`src/rtl/seg_scan_ctrl.sv`:
```
// Multiplexed 7-segment scan controller: one digit per PRESCALE-cycle slot, blanked at slot start.
// Optional decimal-point support is enabled by defining SEG_SCAN_DP_EN.
module seg_scan_ctrl #(
  parameter int NUM_DIGITS   = 8,
  parameter int PRESCALE     = 100000,
  parameter int BLANK_CYCLES = 16
) (
  input  logic                    clock,
  input  logic                    reset,
  input  logic [5*NUM_DIGITS-1:0] digit_codes,
  input  logic [NUM_DIGITS-1:0]   digit_en,
`ifdef SEG_SCAN_DP_EN
  input  logic [NUM_DIGITS-1:0]   digit_dp,
  output logic                    dp_n,
`endif
  output logic [4:0]              code_out,
  output logic [NUM_DIGITS-1:0]   anode,
  output logic                    frame_tick
);

  localparam int CNT_W = (PRESCALE > 1) ? $clog2(PRESCALE) : 1;
  localparam int IDX_W = $clog2(NUM_DIGITS);
  localparam logic [CNT_W-1:0] CNT_MAX = CNT_W'(PRESCALE - 1);
  localparam logic [CNT_W-1:0] CNT_BLK = CNT_W'(BLANK_CYCLES);
  localparam logic [IDX_W-1:0] IDX_MAX = IDX_W'(NUM_DIGITS - 1);

  logic [CNT_W-1:0]      r_cnt;
  logic [IDX_W-1:0]      r_idx;
  logic                  r_en_lat;
  logic [4:0]            r_code;
  logic [NUM_DIGITS-1:0] r_anode;
  logic                  r_frame_tick;

  logic [CNT_W-1:0]      w_cnt_nxt;
  logic [IDX_W-1:0]      w_idx_nxt;
  logic                  w_slot_wrap;
  logic                  w_latch;
  logic                  w_en_nxt;
  logic                  w_lit_nxt;
  logic [NUM_DIGITS-1:0] w_anode_nxt;

  always_comb begin
    w_slot_wrap = (r_cnt == CNT_MAX);
    w_cnt_nxt   = w_slot_wrap ? '0 : r_cnt + CNT_W'(1);
    w_idx_nxt   = r_idx;
    if (w_slot_wrap)
      w_idx_nxt = (r_idx == IDX_MAX) ? '0 : r_idx + IDX_W'(1);
    // Latch happens at cnt==BLANK_CYCLES, never on a wrap edge, so r_idx is already the slot's digit.
    w_latch     = (w_cnt_nxt == CNT_BLK);
    w_en_nxt    = w_latch ? digit_en[r_idx] : r_en_lat;
    w_lit_nxt   = (w_cnt_nxt >= CNT_BLK) && w_en_nxt;
    w_anode_nxt = '1;
    if (w_lit_nxt)
      w_anode_nxt = ~(NUM_DIGITS'(1) << w_idx_nxt);
  end

  always_ff @(posedge clock) begin
    if (reset) begin
      r_cnt        <= '0;
      r_idx        <= '0;
      r_en_lat     <= 1'b0;
      r_code       <= 5'b00000;
      r_anode      <= '1;
      r_frame_tick <= 1'b0;
    end else begin
      r_cnt        <= w_cnt_nxt;
      r_idx        <= w_idx_nxt;
      r_en_lat     <= w_en_nxt;
      r_anode      <= w_anode_nxt;
      r_frame_tick <= w_slot_wrap && (r_idx == IDX_MAX);
      if (w_latch)
        r_code <= digit_codes[5*r_idx +: 5];
    end
  end

`ifdef SEG_SCAN_DP_EN
  logic r_dp_lat;
  logic r_dp_n;
  logic w_dp_nxt;

  always_comb begin
    w_dp_nxt = w_latch ? digit_dp[r_idx] : r_dp_lat;
  end

  always_ff @(posedge clock) begin
    if (reset) begin
      r_dp_lat <= 1'b0;
      r_dp_n   <= 1'b1;
    end else begin
      r_dp_lat <= w_dp_nxt;
      r_dp_n   <= ~(w_lit_nxt && w_dp_nxt);
    end
  end

  assign dp_n = r_dp_n;
`endif

  assign code_out   = r_code;
  assign anode      = r_anode;
  assign frame_tick = r_frame_tick;

endmodule

```
`config.mk`:
```
export PLATFORM = sky130hd
export DESIGN_NAME = seg_scan_ctrl
export DESIGN_NICKNAME = d
export VERILOG_FILES = /design/src/rtl/seg_scan_ctrl.sv
export SDC_FILE = /design/constraint.sdc
export NUM_CORES = 1
export LEC_CHECK = 0
export ABC_AREA = 1
export CAP_MARGIN = 20
export CORE_ASPECT_RATIO = 1.5
export CORE_MARGIN = 1
export CORE_UTILIZATION = 48
export DETAILED_ROUTE_END_ITERATION = 10
export PLACE_DENSITY_LB_ADDON = 0.3
export SETUP_SLACK_MARGIN = 0.2
export SLEW_MARGIN = 5
export SYNTH_ARGS = -nofsm -noshare
export SYNTH_HDL_FRONTEND = slang
export SYNTH_SLANG_ARGS = --single-unit
```
`constraint.sdc`:
```
create_clock -name clock -period 2.05 [get_ports clock]
set_input_delay 0.205 -clock clock [delete_from_list [all_inputs] [get_ports clock]]
set_output_delay 0.205 -clock clock [all_outputs]
set_load 0.02 [all_outputs]
```
# Yosys cells after proc, flatten, opt, wreduce, memory -nomap -nowiden
# Cells that the tools add are included.
[totals]
reg_bits = 35
input_bits = 50
output_inout_bits = 14
word_cells = 27
[op_classes]
addsub = 2
n_mul = 1
order_cmp = 2
n_eq_ne = 3
n_shift = 2
mux = 6
bitwise_logic = 2
n_reduce_logical = 3
[op_table]
columns = ["op", "n"]
rows = [
  ["indexed part select 40 x 7 -> 5 bit", 1],
  ["adder 17 x 1 -> 17 bit (second input constant)", 1],
  ["equality test 17 bit (second input constant)", 1],
  ["equality test 17 x 5 -> 1 bit (second input constant)", 1],
  [">= comparator 17 x 5 -> 1 bit (second input constant)", 1],
  ["two-way mux 17 bit", 1],
  ["NOT 8 bit", 1],
  ["left shift 1 x 3 -> 8 bit (first input constant)", 1],
  ["multiplier 3 x 3 -> 6 bit (first input constant)", 1],
  ["two-way mux 3 bit", 2],
  ["< comparator 3 x 4 -> 1 bit (second input constant)", 1],
  ["adder 3 x 1 -> 3 bit (second input constant)", 1],
  ["binary-select mux 1 bit (select 3 bit)", 1],
  ["equality test 3 bit (second input constant)", 1],
  ["logical AND 1 bit", 2],
  ["two-way mux 1 bit", 2],
  ["OR reduction 2 bit", 1],
  ["NOT 1 bit", 1],
]

# Longest topological paths before layout
# Gate-level depths: netlist (run 1).
[depth]
word_depth = 7
depth_mapped = 14
depth_no_buf = 14

# Worst setup path after synthesis (run 1)
# No wires, ideal clock.
[synth_path]
path_type = "reg2reg"
from = "register r_cnt[0]"
to = "register r_anode[0] (netlist: anode[0])"
setup_time_ps = 127
arrival_ps = 1730
path_slack_ps = 192
path_stages_with_launch = 11
path_buffers = 0
synth_period_minus_slack_ps = 1858
path_cell_list = "dfxtp_1 > ha_1 > nand4_1 > nor2_2 > nand2_2 > nand3_1 > nand3_2 > nor2_8 > a21oi_4 > nor2_8 > nand3_1"
[synth_via]
elab_chain_cells = 7
elab_cells_between_ends = 12
[synth_lines]
columns = ["item", "line_no", "text"]
rows = [
  ["start: declaration", "27", "logic [CNT_W-1:0] r_cnt;"],
  ["start signal: assignment", "66", "r_cnt <= w_cnt_nxt;"],
  ["branches (longest 7 deep; another with adder 17 x 1 -> 17 bit)", "-", ""],
  ["end signal: assignment", "69", "r_anode <= w_anode_nxt;"],
  ["end: declaration", "31", "logic [NUM_DIGITS-1:0] r_anode;"],
]
# Parallel ways; which one is timed is not known.
# A chain may end at the register's enable or synchronous reset.

# Worst setup path in the final report (run 1)
[layout_path]
from = "register r_cnt[0]"
to = "register r_code[0] (netlist: code_out[0])"
[layout_via]
elab_chain_cells = 3
elab_cells_between_ends = 4
[layout_lines]
columns = ["item", "line_no", "text"]
rows = [
  ["adder 17 x 1 -> 17 bit / equality test 17 bit (equally long branches)", "44, 43", ""],
  ["two-way mux 17 bit (*)", "44", "w_cnt_nxt = w_slot_wrap ? '0 : r_cnt + CNT_W'(1);"],
  ["equality test 17 x 5 -> 1 bit (*)", "49", "w_latch = (w_cnt_nxt == CNT_BLK);"],
  ["end signal: assignment", "72", "r_code <= digit_codes[5*r_idx +: 5];"],
  ["end: declaration", "30", "logic [4:0] r_code;"],
]
# Mark *: on every way between the ends. The rest lies on a longest branch, timed or not.

==> metrics.md, run 1 <==
| Metric | Value |
|---|---|
| Outcome | `completed` |
| Register area share after synthesis | `32.02%` |
| Fin crit period | `1.921 ns` |
| Crit start category | `flip-flop` |
| Largest net degree at the start of global routing | `21` |
| CP max FO | `7` |
| Cells after Synth | `between 300 and 400` |
| Number of enable flip-flop cells after synthesis | `0` |
| Asr flop ratio synth | `0%` |
| Main synth FF type | `dfxtp_1` |
| Gr ovfl total | `0` |
| H-Tree Depth | `2` |
| Max-Cap Viols | `0` |
| # nets final | `approximately 480` |
| Mean Syn Cell Area | `6.325 um2` |
| Share of layout cells above drive strength 1 | `20.19%` |
| Die Wd | `57.13 um` |
| DR vias | `about 2.5k` |
| Final routed DRC violation total | `0` |
| Worst-margin pin slew | `between 0.3 and 0.4 ns` |
| Die ar. | `between 4000 and 5000 um2` |
| Initial DRC Count | `around 120` |
| Max Slew Vio Count | `0` |
| Top Ports | `64` |
| Count of cell types in the netlist | `25` |
| Initial Util | `about 51%` |
| Post-CTS Hold Buffers | `0` |
| Area contributors post-synth | `dfxtp_1, nand2_1, nand3_1, nor2_1, inv_1` |
| PD cells | `between 400 and 500 nW/um2` |
| Top-count cell post-synth | `nand2_1` |
| DR pass1 iterations | `5` |
| Fill count | `approximately 320` |
| Synth Cell Area | `2188 um2` |
| Worst Skew | `0.009450 ns` |
| Cell area after layout | `approximately 3300 um2` |
| Ant. Diodes | `0` |
| Clock tree sinks | `35` |
| Worst Hold Class | `flip-flop to flip-flop` |
| Slew margin rel. | `76.87%` |
| Rows | `29` |
| Global Route Usage Sum | `a little over a quarter` |
| Clock Latency Late Sink | `between 0.2 and 0.3 ns` |
| Placed Cells | `~450` |
| DP HPWL | `~4600 um` |
| Critical path class | `flip-flop to flip-flop` |
| Port bufs | `63` |
| Yosys top cell area share | `32.02%` |
| YS warnings | `0` |
| Total routed wirelength | `~6500 um` |
| Worst endpoint required time | `around 2.2 ns` |
| Post-Synthesis Net Count | `between 300 and 400` |
| Area post-placement | `just under 3000 um2` |
| Area grow syn2layout | `49.00%` |
| Clock Pin Slew Worst Setup and Hold Paths | `about 0.070 ns` |
| Total power | `about 1.5 mW` |
| Core ar. | `4318 um2` |
| Endpoints failing hold | `0` |
| Longest Clk Path Bufs | `2` |
| Post-synth top cells | `nand2_1, nand3_1, nor2_1` |
| Average wire per standard cell | `~14 um` |
| First-pass GRT wire length | `roughly 10,000 um` |
| Initial antenna violation count | `0` |
| Vias in the first global route | `approximately 2.5k` |
| CP Data Arrival Time | `2.11 ns` |
| GP Congestion | `0.9339` |
| Post-DRT Antenna Nets | `0` |
| Tcrit/Tclk final | `between 90% and 100%` |
| Leakage power | `approximately 1.4 nW` |
| Cell taking the most area after synthesis | `dfxtp_1` |
| TNS Setup | `0 ns` |
| FF+latch count, synth | `35` |
| Setup violation total in the final timing report | `0` |
| Peak VDD IR | `0.0003238 V` |
| CTS Buf Count | `5` |
| Unrepaired setup endpoints after global routing | `true` |
| CTS root buf | `clkbuf_8` |
| Vias/cell | `5.390` |
| CTS tree | `done` |
| Die span in y | `between 80 and 90 um` |
| Hold slack final | `between 0.5 and 0.6 ns` |
| Worst Setup End Kind | `flip-flop` |
| Fmax | `about 0.52 GHz` |
| Final cell count without fillers | `around 470` |
## state kept, by name (all words and copies together) (netlist names)
name        flops
code_out        5
frame_tick      1
r_idx           3
r_cnt          17
r_en_lat        1
anode           8
## power by group
| part | leakage [nW] | switching (mW) | internal (mW) |
|---|---|---|---|
| combinational | 1.02 | 0.0540 | 0.110 |
| clock | 0.0502 | 0.256 | 0.355 |
| sequential | 0.287 | 0.00712 | 0.685 |
## what timing repair did
action	4_1_cts	5_1_grt
cloned	1	0
gates resized for setup	29	12
setup buffers	8	3
pin swaps	17	9
setup endpoints to repair	14	14
## cell type report
type | instances | area, um2 | area share (%)
Clock inverter | 2 | 37.54 | 1.151
Inverter | 31 | 116.4 | 3.569
Multi-Input combinational cell | 272 | 1494 | 45.82
Sequential cell | 35 | 716.9 | 21.99
Tap cell | 46 | 57.56 | 1.765
Timing Repair Buffer | 81 | 769.5 | 23.60
Clock buffer | 5 | 68.82 | 2.111
## per-stage QoR
step,worst slack [ns],util (%)
after CTS,0.1991,74.01
after global placement,0.1101,67.11
final,0.1288,75.51
after detailed placement,0.03120,67.11
after global routing,0.007009,75.51
after floorplan,0.2035,-
## cells by family after synthesis
kind of cell / after synthesis / synth area share [%]
AOI/OAI and AO/OA: 14 / 4.231
xor gates and xnor gates: 2 / 0.8006
and+or+nand+nor: 252 / 54.37
adders and majority gates: 3 / 1.715
buffers and inverters: 40 / 6.861
DFF: 35 / 32.02
## placed cells by master, fill, tap and decap left out, types with 2 or more instances in the layout
master / n
nand2_1: 104
clkdlybuf4s50_1: 63
nand3_1: 51
nor2_1: 40
inv_1: 27
dfxtp_1: 26
buf_4: 17
nor2_2: 12
nand4_1: 10
nor2_4: 8
nand3_2: 7
nand2_2: 7
dfxtp_2: 7
nand2_4: 5
clkbuf_8: 5
a21oi_1: 4
nand3_4: 3
inv_2: 3
o21bai_1: 3
o21ai_1: 3
nor2_8: 3
o21ai_0: 2
ha_1: 2
dfxtp_4: 2
## layer usage
layer | GRT usage, % | wire (um) | up-vias
met4 | 16.63 | 282 | 0
met3 | 5.239 | 289 | 32
met1 | 26.99 | 2317 | 1148
li1 | - | - | 1261
met2 | 50.70 | 3582 | 103
met5 | 0 | 0 | -
## worst max-delay path: stages (launching register included)
cell	delay, ns
dfxtp_4	0.37
ha_4	0.16
nand4_1	0.15
nor2_2	0.23
nand2_4	0.11
nand2_1	0.08
nand2_1	0.07
inv_2	0.07
nand2_4	0.06
nor2_8	0.17
buf_4	0.13
nand4_1	0.08
nand2_1	0.09
nor2_2	0.04
## path summary, 6_finish.rpt
| check | startpoint | endpoint | slack [ns] | cells past startpoint |
|---|---|---|---|---|
| max reg2reg | r_cnt[0]$_SDFF_PP0_ | code_out[0]$_SDFFE_PP0N_ | 0.13 | 13 |
| min | code_out[2]$_SDFFE_PP0N_ | code_out[2]$_SDFFE_PP0N_ | 0.51 | 2 |
| min reg2reg | code_out[2]$_SDFFE_PP0N_ | code_out[2]$_SDFFE_PP0N_ | 0.51 | 2 |
| max | r_cnt[0]$_SDFF_PP0_ | code_out[0]$_SDFFE_PP0N_ | 0.13 | 13 |
Power figures use the tool's default switching activity.
==> run 2, diff against run 1 <==
TNS_END_PERCENT = 50   (was unset)
==> run 2 against run 1 <==
Against the previous run:
- cell area shrank 0.46%
- highest routed layer unchanged
- non-clock buffer count unchanged
- setup slack better by 0.0026 ns
- first-iteration DRC count up 27%
==> metrics.md, run 2 (same netlist as run 1, synthesis figures left out) <==
| Metric | Value |
|---|---|
| Outcome | `completed (unchanged)` |
| Fin crit period | `1.919 ns (was 1.921 ns)` |
| CTS tree | `done (unchanged)` |
| Core ar. | `4318 um2 (unchanged)` |
| Vias/cell | `5.320 (was 5.390)` |
| CP max stage cell | `dfxtp_4 (unchanged)` |
| Rows | `29 (unchanged)` |
| Max layer used | `met4 (unchanged)` |
| DR pass1 iterations | `4 (was 5)` |
| Critical path cell sequence | `ha_4 > nand4_1 > nor2_2 > nand2_4 > nand2_1 > nand2_1 > inv_2 > nand2_4 > nor2_8 > buf_4 > nand4_1 > nand2_1 > nor2_2 (unchanged)` |
| Unrepaired setup endpoints after global routing | `true (unchanged)` |
| Max reg flops | `17 (unchanged)` |
| PD cells | `452.3 nW/um2 (was 449.7 nW/um2)` |
| Total routed wirelength | `6378 um (was 6471 um)` |
| GP Congestion | `0.9339 (unchanged)` |
| Leakage power | `1.353 nW (was 1.357 nW)` |
| Initial Util | `50.68% (unchanged)` |
| Crit path max-delay family | `simple AND/OR/NAND/NOR gates (unchanged)` |
| Gr ovfl total | `0 (unchanged)` |
| Global Route Usage Sum | `27.28% (unchanged)` |
| Port bufs | `63 (unchanged)` |
| Longest Clk Path Bufs | `2 (unchanged)` |
| Crit start category | `flip-flop (unchanged)` |
| Fmax | `0.5212 GHz (was 0.5205 GHz)` |
| Max-Cap Viols | `0 (unchanged)` |
| Clock Pin Slew Worst Setup and Hold Paths | `0.08 ns (was 0.07 ns)` |
| Met3 wire length | `292 um (was 289 um)` |
| Critical path buffers and inverters | `2 (unchanged)` |
| DR WL met2 | `3567 um (was 3582 um)` |
| Cell area after layout | `3246 um2 (was 3261 um2)` |
| CTS root buf | `clkbuf_8 (unchanged)` |
| Endpoints failing hold | `0 (unchanged)` |
| Crit path top cell by count | `nand2_1 (unchanged)` |
| Area grow syn2layout | `48.31% (was 49.00%)` |
| Worst Hold Class | `flip-flop to flip-flop (unchanged)` |
| Max Slew Vio Count | `0 (unchanged)` |
| Commonest non-fill, non-tap cells in the layout | `nand2_1, clkdlybuf4s50_1, nand3_1 (unchanged)` |
| Ant. Diodes | `0 (unchanged)` |
| CTS Buf Count | `5 (unchanged)` |
| Worst Skew | `0.01189 ns (was 0.009450 ns)` |
| Share of layout cells above drive strength 1 | `19.95% (was 20.19%)` |
| Top Ports | `64 (unchanged)` |
| Critical path class | `flip-flop to flip-flop (unchanged)` |
| Average wire per standard cell | `13.51 um (was 13.71 um)` |
| Worst-margin pin slew | `0.3450 ns (was 0.3466 ns)` |
| TNS Setup | `0 ns (unchanged)` |
| Tcrit/Tclk final | `93.59% (was 93.72%)` |
| DR vias | `2,511 (was 2,544)` |
| Total power | `1.468 mW (was 1.466 mW)` |
| Final cell count without fillers | `472 (unchanged)` |
| CP max FO | `7 (unchanged)` |
| Largest net degree at the start of global routing | `21 (unchanged)` |
| Core Util, Final | `75.17% (was 75.51%)` |
| Worst Setup End Kind | `flip-flop (unchanged)` |
| Post-DRT Antenna Nets | `0 (unchanged)` |
| Die Wd | `57.13 um (unchanged)` |
| DP HPWL | `4643 um (unchanged)` |
| Largest stage delay, worst path | `0.37 ns (about the same)` |
| Setup violation total in the final timing report | `0 (unchanged)` |
| Area post-placement | `2898 um2 (unchanged)` |
| Slew margin rel. | `76.97% (was 76.87%)` |
| Clock tree sinks | `35 (unchanged)` |
| First-pass GRT wire length | `10,450 um (unchanged)` |
| Peak VDD IR | `0.0003293 V (was 0.0003238 V)` |
| Worst endpoint required time | `2.23 ns (about the same)` |
| Commonest non-fill, non-tap cell in the layout | `nand2_1 (unchanged)` |
| # nets final | `479 (unchanged)` |
| Die ar. | `4839 um2 (unchanged)` |
| Die span in y | `84.70 um (unchanged)` |
| Clock Latency Late Sink | `0.29 ns (about the same)` |
| Vias in the first global route | `2,487 (unchanged)` |
| CP Data Arrival Time | `2.10 ns (was 2.11 ns)` |
| Routed met1 length | `2277 um (was 2317 um)` |
| H-Tree Depth | `2 (unchanged)` |
| Initial antenna violation count | `0 (unchanged)` |
| Placed Cells | `453 (unchanged)` |
| Final routed DRC violation total | `0 (unchanged)` |
| Initial DRC Count | `158 (was 124)` |
| Biggest register | `r_cnt (unchanged)` |
| Post-CTS Hold Buffers | `0 (unchanged)` |
-- run 2: cell counts in the layout (fill, tap and decap cells not counted) --
Identical to the previous run, type by type.
-- run 2: where the power goes --
group	switching [mW]	internal [mW]
Clock	0.257	0.355
Combinational	0.0540	0.110
Sequential	0.00733	0.685
Total	0.319	1.15
-- run 2: what timing repair did --
action | in CTS | in global routing
pin swaps | 17 | 8
gates resized for setup | 29 | 9
gates cloned | 1 | 0
endpoints found under the setup margin | 14 | 14
buffers inserted | 8 | 3
-- run 2: metal layers --
metal / vias to the layer above / global-route usage, %
met3: 27 / 5.239
met4: 0 / 16.63
met5: - / 0
li1: 1259 / -
met2: 95 / 50.70
met1: 1130 / 26.99
-- run 2: area by class of cell --
type / instances / area [um2]
Multi-Input combinational cell: 272 / 1479
Fill cell: 320 / 1072
Timing Repair Buffer: 81 / 769.5
Sequential cell: 35 / 716.9
Inverter: 31 / 116.4
Clock buffer: 5 / 68.82
Tap cell: 46 / 57.56
Clock inverter: 2 / 37.54
-- run 2: per-stage QoR --
stage / worst slack (ns) / hold WS, ns
6_report: 0.1314 / 0.5150
5_1_grt: 0.008066 / 0.5318
4_1_cts: 0.1991 / 0.5171
3_5_place_dp: 0.03120 / 0.4970
3_3_place_gp: 0.1101 / 0.4912
2_1_floorplan: 0.2035 / 0.4432
-- run 2: final timing paths --
kind	from	endpoint	slack, ns	cells after the start
hold / removal	code_out[2]$_SDFFE_PP0N_	code_out[2]$_SDFFE_PP0N_	0.51	2
hold reg to reg	code_out[2]$_SDFFE_PP0N_	code_out[2]$_SDFFE_PP0N_	0.51	2
setup reg to reg	r_cnt[1]$_SDFF_PP0_	code_out[0]$_SDFFE_PP0N_	0.13	13
setup / recovery	r_cnt[1]$_SDFF_PP0_	code_out[0]$_SDFFE_PP0N_	0.13	13
-- run 2: tightest hold or removal path: stages, from the launching register on --
cell and delay [ns]:
dfxtp_1 0.32, nor2_2 0.11, nor2_2 0.04
